[src/rtl/qerv_dbus_lsu.sv]
// qerv_dbus_lsu: data-bus load/store unit behind the W-bit-serial buffer register.
// It collects store data serially from rs2 and runs one Wishbone-style data-bus
// transaction. Load data is aligned, extended and returned W bits per cycle.
// Only one memory operation is in flight at a time.
//
// Ports:
//   i_clk, i_rst          clock, synchronous active-high reset
//   i_start               begins an operation (sampled only in IDLE), with
//                         i_we, i_funct3, i_adr, i_lsb
//   i_en, i_rs2           serial store-data collection, LSB-first
//   o_dbus_*, i_dbus_*    data-bus request/response
//   o_rd, o_rd_valid      serial load result, LSB-first
//   o_busy, o_done        operation in progress / one-cycle completion pulse
module qerv_dbus_lsu #(
    parameter int W = 1,
    parameter int B = W - 1
) (
    input  logic        i_clk,
    input  logic        i_rst,
    input  logic        i_start,
    input  logic        i_we,
    input  logic [2:0]  i_funct3,
    input  logic [31:0] i_adr,
    input  logic [1:0]  i_lsb,
    input  logic        i_en,
    input  logic [B:0]  i_rs2,
    output logic [31:0] o_dbus_adr,
    output logic [31:0] o_dbus_dat,
    output logic [3:0]  o_dbus_sel,
    output logic        o_dbus_we,
    output logic        o_dbus_cyc,
    input  logic [31:0] i_dbus_rdt,
    input  logic        i_dbus_ack,
    output logic [B:0]  o_rd,
    output logic        o_rd_valid,
    output logic        o_busy,
    output logic        o_done
);

    typedef enum logic [1:0] {
        ST_IDLE  = 2'd0,
        ST_FILL  = 2'd1,
        ST_REQ   = 2'd2,
        ST_DRAIN = 2'd3
    } state_t;

    localparam logic [4:0] STEP = 5'(W);
    localparam logic [4:0] LAST = 5'(32 - W);

    state_t      state_r;
    state_t      state_s;
    logic [4:0]  cnt_r;
    logic [31:0] data_r;
    logic        we_r;
    logic [2:0]  funct3_r;
    logic [31:0] adr_r;
    logic [1:0]  lsb_r;
    logic        done_r;
    logic        cyc_s;
    logic        wrap_s;

    // Replicate the low byte/half into every lane so the byte enables pick it up.
    function automatic logic [31:0] store_lanes(input logic [31:0] d, input logic [1:0] size);
        case (size)
            2'b00:   store_lanes = {4{d[7:0]}};
            2'b01:   store_lanes = {2{d[15:0]}};
            default: store_lanes = d;
        endcase
    endfunction

    // Byte enables; half ignores lsb[0] and word ignores lsb (misalignment trapped upstream).
    function automatic logic [3:0] byte_sel(input logic [1:0] size, input logic [1:0] lsb);
        case (size)
            2'b00:   byte_sel = 4'b0001 << lsb;
            2'b01:   byte_sel = 4'b0011 << {lsb[1], 1'b0};
            default: byte_sel = 4'b1111;
        endcase
    endfunction

    // Shift the addressed lane down to bit 0 and sign- or zero-extend it.
    function automatic logic [31:0] load_align(input logic [31:0] rdt, input logic [2:0] funct3,
                                               input logic [1:0] lsb);
        logic [31:0] sh;
        logic        fill;
        case (funct3[1:0])
            2'b00: begin
                sh         = rdt >> {lsb, 3'b000};
                fill       = ~funct3[2] & sh[7];
                load_align = {{24{fill}}, sh[7:0]};
            end
            2'b01: begin
                sh         = rdt >> {lsb[1], 4'b0000};
                fill       = ~funct3[2] & sh[15];
                load_align = {{16{fill}}, sh[15:0]};
            end
            default: begin
                sh         = rdt;
                fill       = 1'b0;
                load_align = sh;
            end
        endcase
    endfunction

    assign cyc_s  = (state_r == ST_REQ);
    // The counter sits on its last step when the next advance wraps to zero.
    assign wrap_s = (cnt_r == LAST);

    // Next-state decode for the IDLE/FILL/REQ/DRAIN sequencer.
    always_comb begin
        state_s = state_r;
        case (state_r)
            ST_IDLE: begin
                if (i_start) begin
                    state_s = i_we ? ST_FILL : ST_REQ;
                end else begin
                    state_s = ST_IDLE;
                end
            end
            ST_FILL: begin
                if (i_en && wrap_s) begin
                    state_s = ST_REQ;
                end else begin
                    state_s = ST_FILL;
                end
            end
            ST_REQ: begin
                if (i_dbus_ack) begin
                    state_s = we_r ? ST_IDLE : ST_DRAIN;
                end else begin
                    state_s = ST_REQ;
                end
            end
            ST_DRAIN: begin
                if (wrap_s) begin
                    state_s = ST_IDLE;
                end else begin
                    state_s = ST_DRAIN;
                end
            end
            default: state_s = ST_IDLE;
        endcase
    end

    // State, operation capture, serial data register and completion pulse.
    always_ff @(posedge i_clk) begin
        if (i_rst) begin
            state_r  <= ST_IDLE;
            cnt_r    <= 5'd0;
            data_r   <= 32'd0;
            we_r     <= 1'b0;
            funct3_r <= 3'd0;
            adr_r    <= 32'd0;
            lsb_r    <= 2'd0;
            done_r   <= 1'b0;
        end else begin
            state_r <= state_s;
            done_r  <= 1'b0;
            case (state_r)
                ST_IDLE: begin
                    if (i_start) begin
                        we_r     <= i_we;
                        funct3_r <= i_funct3;
                        adr_r    <= i_adr;
                        lsb_r    <= i_lsb;
                        cnt_r    <= 5'd0;
                    end
                end
                ST_FILL: begin
                    if (i_en) begin
                        data_r <= {i_rs2, data_r[31:W]};
                        cnt_r  <= cnt_r + STEP;
                    end
                end
                ST_REQ: begin
                    if (i_dbus_ack) begin
                        if (we_r) begin
                            done_r <= 1'b1;
                        end else begin
                            data_r <= load_align(i_dbus_rdt, funct3_r, lsb_r);
                        end
                    end
                end
                ST_DRAIN: begin
                    data_r <= data_r >> W;
                    cnt_r  <= cnt_r + STEP;
                    if (wrap_s) begin
                        done_r <= 1'b1;
                    end
                end
                default: begin
                    done_r <= 1'b0;
                end
            endcase
        end
    end

    assign o_dbus_cyc = cyc_s;
    assign o_dbus_adr = adr_r;
    assign o_dbus_dat = store_lanes(data_r, funct3_r[1:0]);
    assign o_dbus_sel = cyc_s ? byte_sel(funct3_r[1:0], lsb_r) : 4'b0000;
    assign o_dbus_we  = we_r & cyc_s;
    assign o_rd_valid = (state_r == ST_DRAIN);
    assign o_rd       = o_rd_valid ? data_r[B:0] : {W{1'b0}};
    assign o_busy     = (state_r != ST_IDLE);
    assign o_done     = done_r;

endmodule

[config.mk]
export PLATFORM = sky130hd
export DESIGN_NAME = qerv_dbus_lsu
export DESIGN_NICKNAME = d
export VERILOG_FILES = /design/src/rtl/qerv_dbus_lsu.sv
export SDC_FILE = /design/constraint.sdc
export NUM_CORES = 1
export LEC_CHECK = 0
export BUFFER_PORTS_ARGS = -buffer_cell sky130_fd_sc_hd__buf_4
export CAP_MARGIN = 0
export CORE_MARGIN = 4
export CORE_UTILIZATION = 45
export DETAILED_ROUTE_END_ITERATION = 8
export GPL_TIMING_DRIVEN = 0
export PLACE_DENSITY = 0.76
export RECOVER_POWER = 25
export SLEW_MARGIN = 30
export SYNTH_ARGS = -nofsm -noshare
export SYNTH_HDL_FRONTEND = slang
export SYNTH_SLANG_ARGS = --single-unit
[constraint.sdc]
create_clock -name i_clk -period 1.6 [get_ports i_clk]
set_input_delay 0.08 -clock i_clk [delete_from_list [all_inputs] [get_ports i_clk]]
set_output_delay 0.08 -clock i_clk [all_outputs]
set_load 0.02 [all_outputs]
==> impl_metrics.py, run 1 <==
metrics = {
    "outcome": {
        "outcome": "finished with violations",
        "violations": "negative setup slack",
    },
    "critical_path": {
        "r2r.worst_path.cells": 5,
        "startpoint_type": "flip-flop",
        "r2r-start": "lsb_r[1]",
        "path_max_fanout": 7,
        "ff2ff_setup_slack_ps": -200,
        "worstPathRequired_ps": 1810,
        "endpoint_kind": "flip-flop",
        "r2r_end": "data_r[14]",
        "worstSetupPathType": "reg2reg",
        "crit_arrival_ps": 2010,
    },
    "worst_hold_path": {
        "hp-start": "i_rs2",
        "holdPathEnd": "data_r[31]",
        "min_path_cells": 3,
        "min_path_type": "in2reg",
    },
    "power_and_ir_drop": {
        "p_leak_nw": 3.01,
        "cellPowerDensity_nw_per_um2": 858,
        "switching_share_pct": 36.1,
        "p_switching_w": 0.00225,
        "ir_drop_uv": 533,
        "seq_power_share_pct": 36.7,
        "intPower_w": 0.00398,
        "combPwrFrac_pct": 38.0,
        "power_w": 0.00622,
        "clkPwrFrac_pct": 25.3,
    },
    "yosys": {
        "synth_nets": 628,
        "ys_async_sr_fraction_pct": 0,
        "synth_area_um2": 4260,
        "synth_area_per_cell_um2": 7.75,
        "synthXorXnorAreaFrac_pct": 0.411,
        "synthFlopType": "dfxtp_1",
        "synth_top_family_by_area": "compound AO/OA/AOI/OAI gates",
        "synth_warnings": 0,
        "synth-simple-area-share_pct": 23.6,
        "yosysUniqueCellTypes": 45,
        "synthCells": 550,
        "synth-edff-count": 0,
        "synth_fa_ha_area_share_pct": 0.587,
        "synth-compound-area-share_pct": 24.2,
        "ys_ff_latch": 78,
        "yosysSeqAreaShare_pct": 36.6,
        "synth_mux_area_share_pct": 7.96,
    },
    "clock_network": {
        "cts_tree": "done",
        "tritoncts.num_buffers": 9,
        "cts_root_buffer": "clkbuf_8",
        "clockBufferDepth": 2,
        "cts.reportedPaths.clkPinSlew_ps": 90,
        "htree_levels": 3,
        "clk_latency_ps": 360,
        "clock_sinks": 78,
    },
    "drt": {
        "viasPerCell": 5.91,
        "ant_nets": 0,
        "routedWlPerCell_um": 20.2,
        "drcViolationCount": 0,
        "drt_iter0_markers": 475,
        "drt_first_pass_iters": 5,
        "vias": 5446,
        "routed_wl_mm": 18.7,
    },
    "global_routing": {
        "grt_overflow": 0,
        "grt_pass1_wl_mm": 27.1,
        "grt_use_total_pct": 30.4,
        "grt_pass1_vias": 5160,
        "grt_max_degree": 16,
        "antenna_found_initial": 0,
    },
    "timing": {
        "max_slew.worst_pin.slew_ps": 942,
        "rsz0062_at_grt": "true",
        "max_slew_margin_pct": 37.2,
        "fin_skew_ps": 13.0,
        "maxSlewViolCount": 0,
        "fin_setup_tns_ps": -6110,
        "holdWs_ps": 39.6,
        "setup_viol": 57,
        "fin_crit_sh_pct": 112,
        "layout_setup_ws_ps": -200,
        "hold_viol": 0,
        "clock.fmax_mhz": 556,
        "min_period_ps": 1800,
    },
    "cells_and_area": {
        "nets": 866,
        "layout_common_cells": "141 x buf_4, 118 x nand2_1, 72 x dfxtp_1",
        "area_delta_synth_final_pct": 70.1,
        "final_common_cell": "buf_4",
        "antennaDiodeCount": 0,
        "drive_gt1_share_pct": 40.4,
    },
    "die": {
        "start_util_pct": 46.1,
        "fp-row-count": 35,
        "die_h_um": 105,
        "ios": 150,
        "die_area_um2": 11100,
        "design.core.area_um2": 9240,
        "die_x_um": 105,
    },
    "flow_run": {
        "cap_violations": 0,
    },
    "placement": {
        "hpwl_mm": 11.5,
        "port_buffers": 148,
        "globalplace.congestion": 0.929,
    },
}
==> critical path: stages, from the launching register on <==
cell	delay, ps
dfxtp_4	370
mux4_2	540
buf_6	150
a21o_4	250
a211oi_2	210
o41ai_1	110
==> kinds of logic after synthesis <==
kind of cell    after synthesis
flops                        78
mux                          30
buf+inv                      58
xor+xnor                      2
simple gates                220
compound gates              160
fa+ha+maj                     2
==> Yosys cell counts, types with 7 or more instances <==
library cell / number / area [um2]
mux2i_1: 8 / 80.1
nor2_1: 37 / 139
mux2_2: 21 / 236
a211oi_1: 26 / 195
nand2_1: 125 / 469
o21ai_0: 36 / 180
a21oi_1: 52 / 260
nand3b_1: 16 / 120
buf_4: 9 / 67.6
a221o_1: 7 / 70.1
dfxtp_1: 78 / 1560
o41ai_1: 7 / 61.3
buf_2: 11 / 55.1
clkbuf_1: 28 / 105
nand2b_1: 11 / 68.8
==> area by class of cell <==
class / instances / area [um2]
plain buffers: 51 / 430
fillers: 594 / 1990
clock buffers: 9 / 124
inverters: 5 / 18.8
multi-input cells: 414 / 2910
clock inverters: 7 / 80.1
repair buffers: 229 / 1950
well taps: 129 / 161
flip-flops and latches: 78 / 1580
==> flip-flops by register name (all words and copies together) (netlist names) <==
| register | count |
|---|---|
| state_r | 2 |
| we_r | 1 |
| o_done | 1 |
| funct3_r | 3 |
| o_dbus_adr | 32 |
| cnt_r | 5 |
| lsb_r | 2 |
| data_r | 32 |
==> through the flow <==
stage | area, um2 | utilization, % | setup slack, ps | instances
floorplan | 4270 | - | -119 | 550
global placement | 5540 | 60.0 | -375 | 827
detailed placement | 5540 | 60.0 | -385 | 827
CTS | 7050 | 76.3 | -222 | 911
global route | 7250 | 78.4 | -252 | 922
finish | 7250 | 78.4 | -200 | 922
==> how the worst max path moves through the flow <==
stage	from	end	slack [ps]	cells after the start
after floorplan	lsb_r[1]	data_r[17]	-120	6
after global placement	state_r[1]	data_r[28]	-380	4
after detailed placement	state_r[1]	data_r[28]	-380	4
after CTS	funct3_r[1]	o_dbus_dat[8]	-220	7
after global routing	funct3_r[1]	data_r[22]	-250	7
final	lsb_r[1]	data_r[14]	-200	5
==> power by group through the flow <==
stage,logic (W),clock network [W],registers [W]
after global routing,0.00248,0.00167,0.00230
after detailed placement,0.00163,0,0.00228
final,0.00236,0.00158,0.00228
after floorplan,0.000927,0,0.00231
after global placement,0.00160,0,0.00228
after CTS,0.00216,0.00158,0.00226
==> per-layer routing <==
| metal | global-route usage (%) | up-vias | wire (um) |
|---|---|---|---|
| li1 | - | 2409 | - |
| met1 | 36.8 | 2600 | 7110 |
| met2 | 50.0 | 355 | 8780 |
| met3 | 8.57 | 82 | 1840 |
| met4 | 14.0 | 0 | 932 |
| met5 | 0 | - | 0 |
==> timing repair <==
| action | 4_1_cts | 5_1_grt |
|---|---|---|
| cloned | 4 | 0 |
| hold buffers | 38 | 0 |
| pin swaps | 17 | 20 |
| endpoints found under the hold margin | 38 | 0 |
| setup endpoints to repair | 105 | 97 |
| buffers inserted | 27 | 12 |
| resized for setup | 176 | 57 |
No activity file was read; power rests on OpenSTA's default activity.
==> run 2, diff against run 1 <==
--- a/config.mk
+++ b/config.mk
@@ -5,13 +5,15 @@
 export SDC_FILE = /design/constraint.sdc
 export NUM_CORES = 1
 export LEC_CHECK = 0
-export BUFFER_PORTS_ARGS = -buffer_cell sky130_fd_sc_hd__buf_4
+export ABC_AREA = 1
 export CAP_MARGIN = 0
+export CORE_ASPECT_RATIO = 0.75
 export CORE_MARGIN = 4
-export CORE_UTILIZATION = 45
+export CORE_UTILIZATION = 57
 export DETAILED_ROUTE_END_ITERATION = 8
+export DONT_BUFFER_PORTS = 1
 export GPL_TIMING_DRIVEN = 0
-export PLACE_DENSITY = 0.76
+export PLACE_DENSITY = 0.75
 export RECOVER_POWER = 25
 export SLEW_MARGIN = 30
 export SYNTH_ARGS = -nofsm -noshare
==> impl_metrics.py, run 2 <==
metrics = {
    "critical_path": {
        "cpPeakStageDelay_ps": 540,
        "crit_arrival_ps": 1540,
        "worstPathRequired_ps": 1520,
        "worstSetupPathType": "reg2out",
        "cp_cell_sequence": "inv_2 -> nor2_4 -> inv_4 -> o211ai_1",
        "startpoint_type": "flip-flop",
        "critPathSlowestCell": "o211ai_1",
        "ff2ff_setup_slack_ps": 50,
        "endpoint_kind": "primary output",
        "path_max_fanout": 8,
    },
    "yosys": {
        "ys_async_sr_fraction_pct": 0,
        "synthTopCellsByCount": "120 x nand2_1, 88 x nor2_1, 86 x o21ai_0",
        "synthFlopType": "dfxtp_1",
        "yosysSeqAreaShare_pct": 36.9,
        "synth_warnings": 0,
        "synth_top_cell_by_area": "dfxtp_1",
        "yosysMostFrequentCell": "nand2_1",
        "synth_nets": 713,
        "synth_area_um2": 4230,
        "yosysUniqueCellTypes": 33,
        "yosys.area.top_type_share_pct": 36.9,
        "synthCells": 635,
        "synth.area.top_cells": "dfxtp_1 37%, nand2_1 11%, o21ai_0 10%",
        "synth-edff-count": 0,
        "synth_area_per_cell_um2": 6.66,
        "ys_ff_latch": 78,
    },
    "outcome": {
        "violations": "negative setup slack",
        "outcome": "finished with violations",
    },
    "clock_network": {
        "clockBufferDepth": 2,
        "cts_tree": "done",
        "tritoncts.num_buffers": 9,
        "cts_root_buffer": "clkbuf_8",
        "htree_levels": 3,
        "clk_latency_ps": 360,
        "clock_sinks": 78,
        "cts.reportedPaths.clkPinSlew_ps": 80,
    },
    "drt": {
        "met3_length_mm": 1.86,
        "routed_wl_mm": 15.7,
        "drcViolationCount": 0,
        "wl_met2_mm": 7.10,
        "wl_met1_mm": 6.29,
        "top_layer": "met4",
        "routedWlPerCell_um": 19.6,
        "vias": 4861,
        "viasPerCell": 6.06,
        "drt_iter0_markers": 413,
        "ant_nets": 0,
        "drt_first_pass_iters": 6,
    },
    "die": {
        "die_x_um": 107,
        "start_util_pct": 60.5,
        "ios": 150,
        "die_h_um": 82.6,
        "design.core.area_um2": 6990,
        "fp-row-count": 26,
        "die_area_um2": 8880,
    },
    "global_routing": {
        "antenna_found_initial": 0,
        "grt_pass1_wl_mm": 23.6,
        "grt_max_degree": 20,
        "grt_use_total_pct": 34.4,
        "grt_pass1_vias": 4559,
        "grt_overflow": 0,
    },
    "timing": {
        "max_slew.worst_pin.slew_ps": 651,
        "fin_skew_ps": 8.92,
        "hold_viol": 0,
        "fin_setup_tns_ps": -23.8,
        "setup_viol": 1,
        "clock.fmax_mhz": 616,
        "max_slew_margin_pct": 56.4,
        "rsz0062_at_grt": "true",
        "maxSlewViolCount": 0,
        "min_period_ps": 1620,
        "fin_crit_sh_pct": 101,
        "layout_setup_ws_ps": -23.8,
    },
    "cells_and_area": {
        "layout_common_cells": "120 x nand2_1, 82 x nor2_1, 75 x a21oi_1, 75 x dfxtp_1, 74 x o21ai_0",
        "antennaDiodeCount": 0,
        "stdcell_area_um2": 5320,
        "final_common_cell": "nand2_1",
        "fin_util_pct": 76.1,
        "drive_gt1_share_pct": 16.8,
        "nets": 778,
        "fillers": 582,
        "area_delta_synth_final_pct": 25.9,
    },
    "power_and_ir_drop": {
        "ir_drop_uv": 637,
        "cellPowerDensity_nw_per_um2": 1160,
        "power_w": 0.00615,
        "p_leak_nw": 2.25,
    },
    "worst_hold_path": {
        "min_path_type": "in2reg",
    },
    "flow_run": {
        "cap_violations": 0,
    },
    "placement": {
        "globalplace.congestion": 0.996,
        "hpwl_mm": 10.8,
        "dpl_cell_area_um2": 4350,
        "port_buffers": 0,
    },
}
[run 2: cell count changes after synthesis, moves of 8 or more]
cell and change:
nand3_1 +24, a211oi_1 -25, mux2i_1 -8, inv_2 +8, a21oi_2 +9, mux2_2 -21
nand2b_1 -11, nor2_1 +51, nand3b_1 -15, o211ai_1 +15, o21ai_0 +50, a21oi_1 +24
clkbuf_1 -12, inv_1 +42
[run 2: final timing paths]
kind / startpoint / to / cells after the start
min: i_dbus_rdt[22] / data_r[22] / 4
max: funct3_r[0] / o_dbus_dat[31] / 4
max reg2reg: state_r[1] / data_r[4] / 9
min reg2reg: data_r[9] / data_r[9] / 2
[run 2: timing repair]
action                                  in CTS  in global routing
pin swaps                                    8                 12
hold buffers                                47                  0
hold endpoints to repair                    49                  0
setup buffers                                6                  3
gates resized for setup                     61                 38
endpoints found under the setup margin      35                 63
gates cloned                                 0                  1
[run 2: logic make-up after synthesis]
kind of cell | Yosys count | share of synthesized area (%)
compound gates | 198 | 25.4
fa+ha+maj | 2 | 0.591
buf+inv | 105 | 11.8
simple gates | 252 | 25.3
flops | 78 | 36.9
[run 2: worst max-delay path, delay by kind of cell (launching register included)]
family                 cells  cell delay [ps]
flip-flops                 1              330
buffers and inverters      2              160
AO/OA/AOI/OAI              1              540
AND/OR/NAND/NOR            1              140
[run 2: where the power goes]
| group | switching, W | total, W | leakage (nW) | internal [W] |
|---|---|---|---|---|
| clock network | 0.000771 | 0.00148 | 0.0911 | 0.000709 |
| logic | 0.00140 | 0.00212 | 1.51 | 0.000724 |
| registers | 0.000357 | 0.00255 | 0.644 | 0.00219 |
[run 2: metal layers]
metal	track usage [%]	vias to the layer above
met5	0	-
met2	55.5	329
li1	-	2225
met4	10.1	0
met3	12.0	58
met1	43.9	2249
[run 2: area by class of cell]
type	count	area, um2	share of cell area, %
buffer	46	355	6.67
clock buffer	9	124	2.33
clock inverter	6	63.8	1.20
inverter	56	233	4.37
multi-input combinational	452	2290	43.1
sequential	78	1570	29.4
tap	98	123	2.30
timing repair buffer	57	563	10.6
[run 2: per-stage QoR]
| step | std cells | worst slack [ps] | hold WS [ps] |
|---|---|---|---|
| after floorplan | 635 | 39.5 | 149 |
| after global placement | 733 | -225 | 155 |
| after detailed placement | 733 | -224 | 156 |
| after CTS | 798 | 6.75 | 4.56 |
| after global routing | 802 | -53.6 | 21.2 |
| final | 802 | -23.8 | 12.8 |
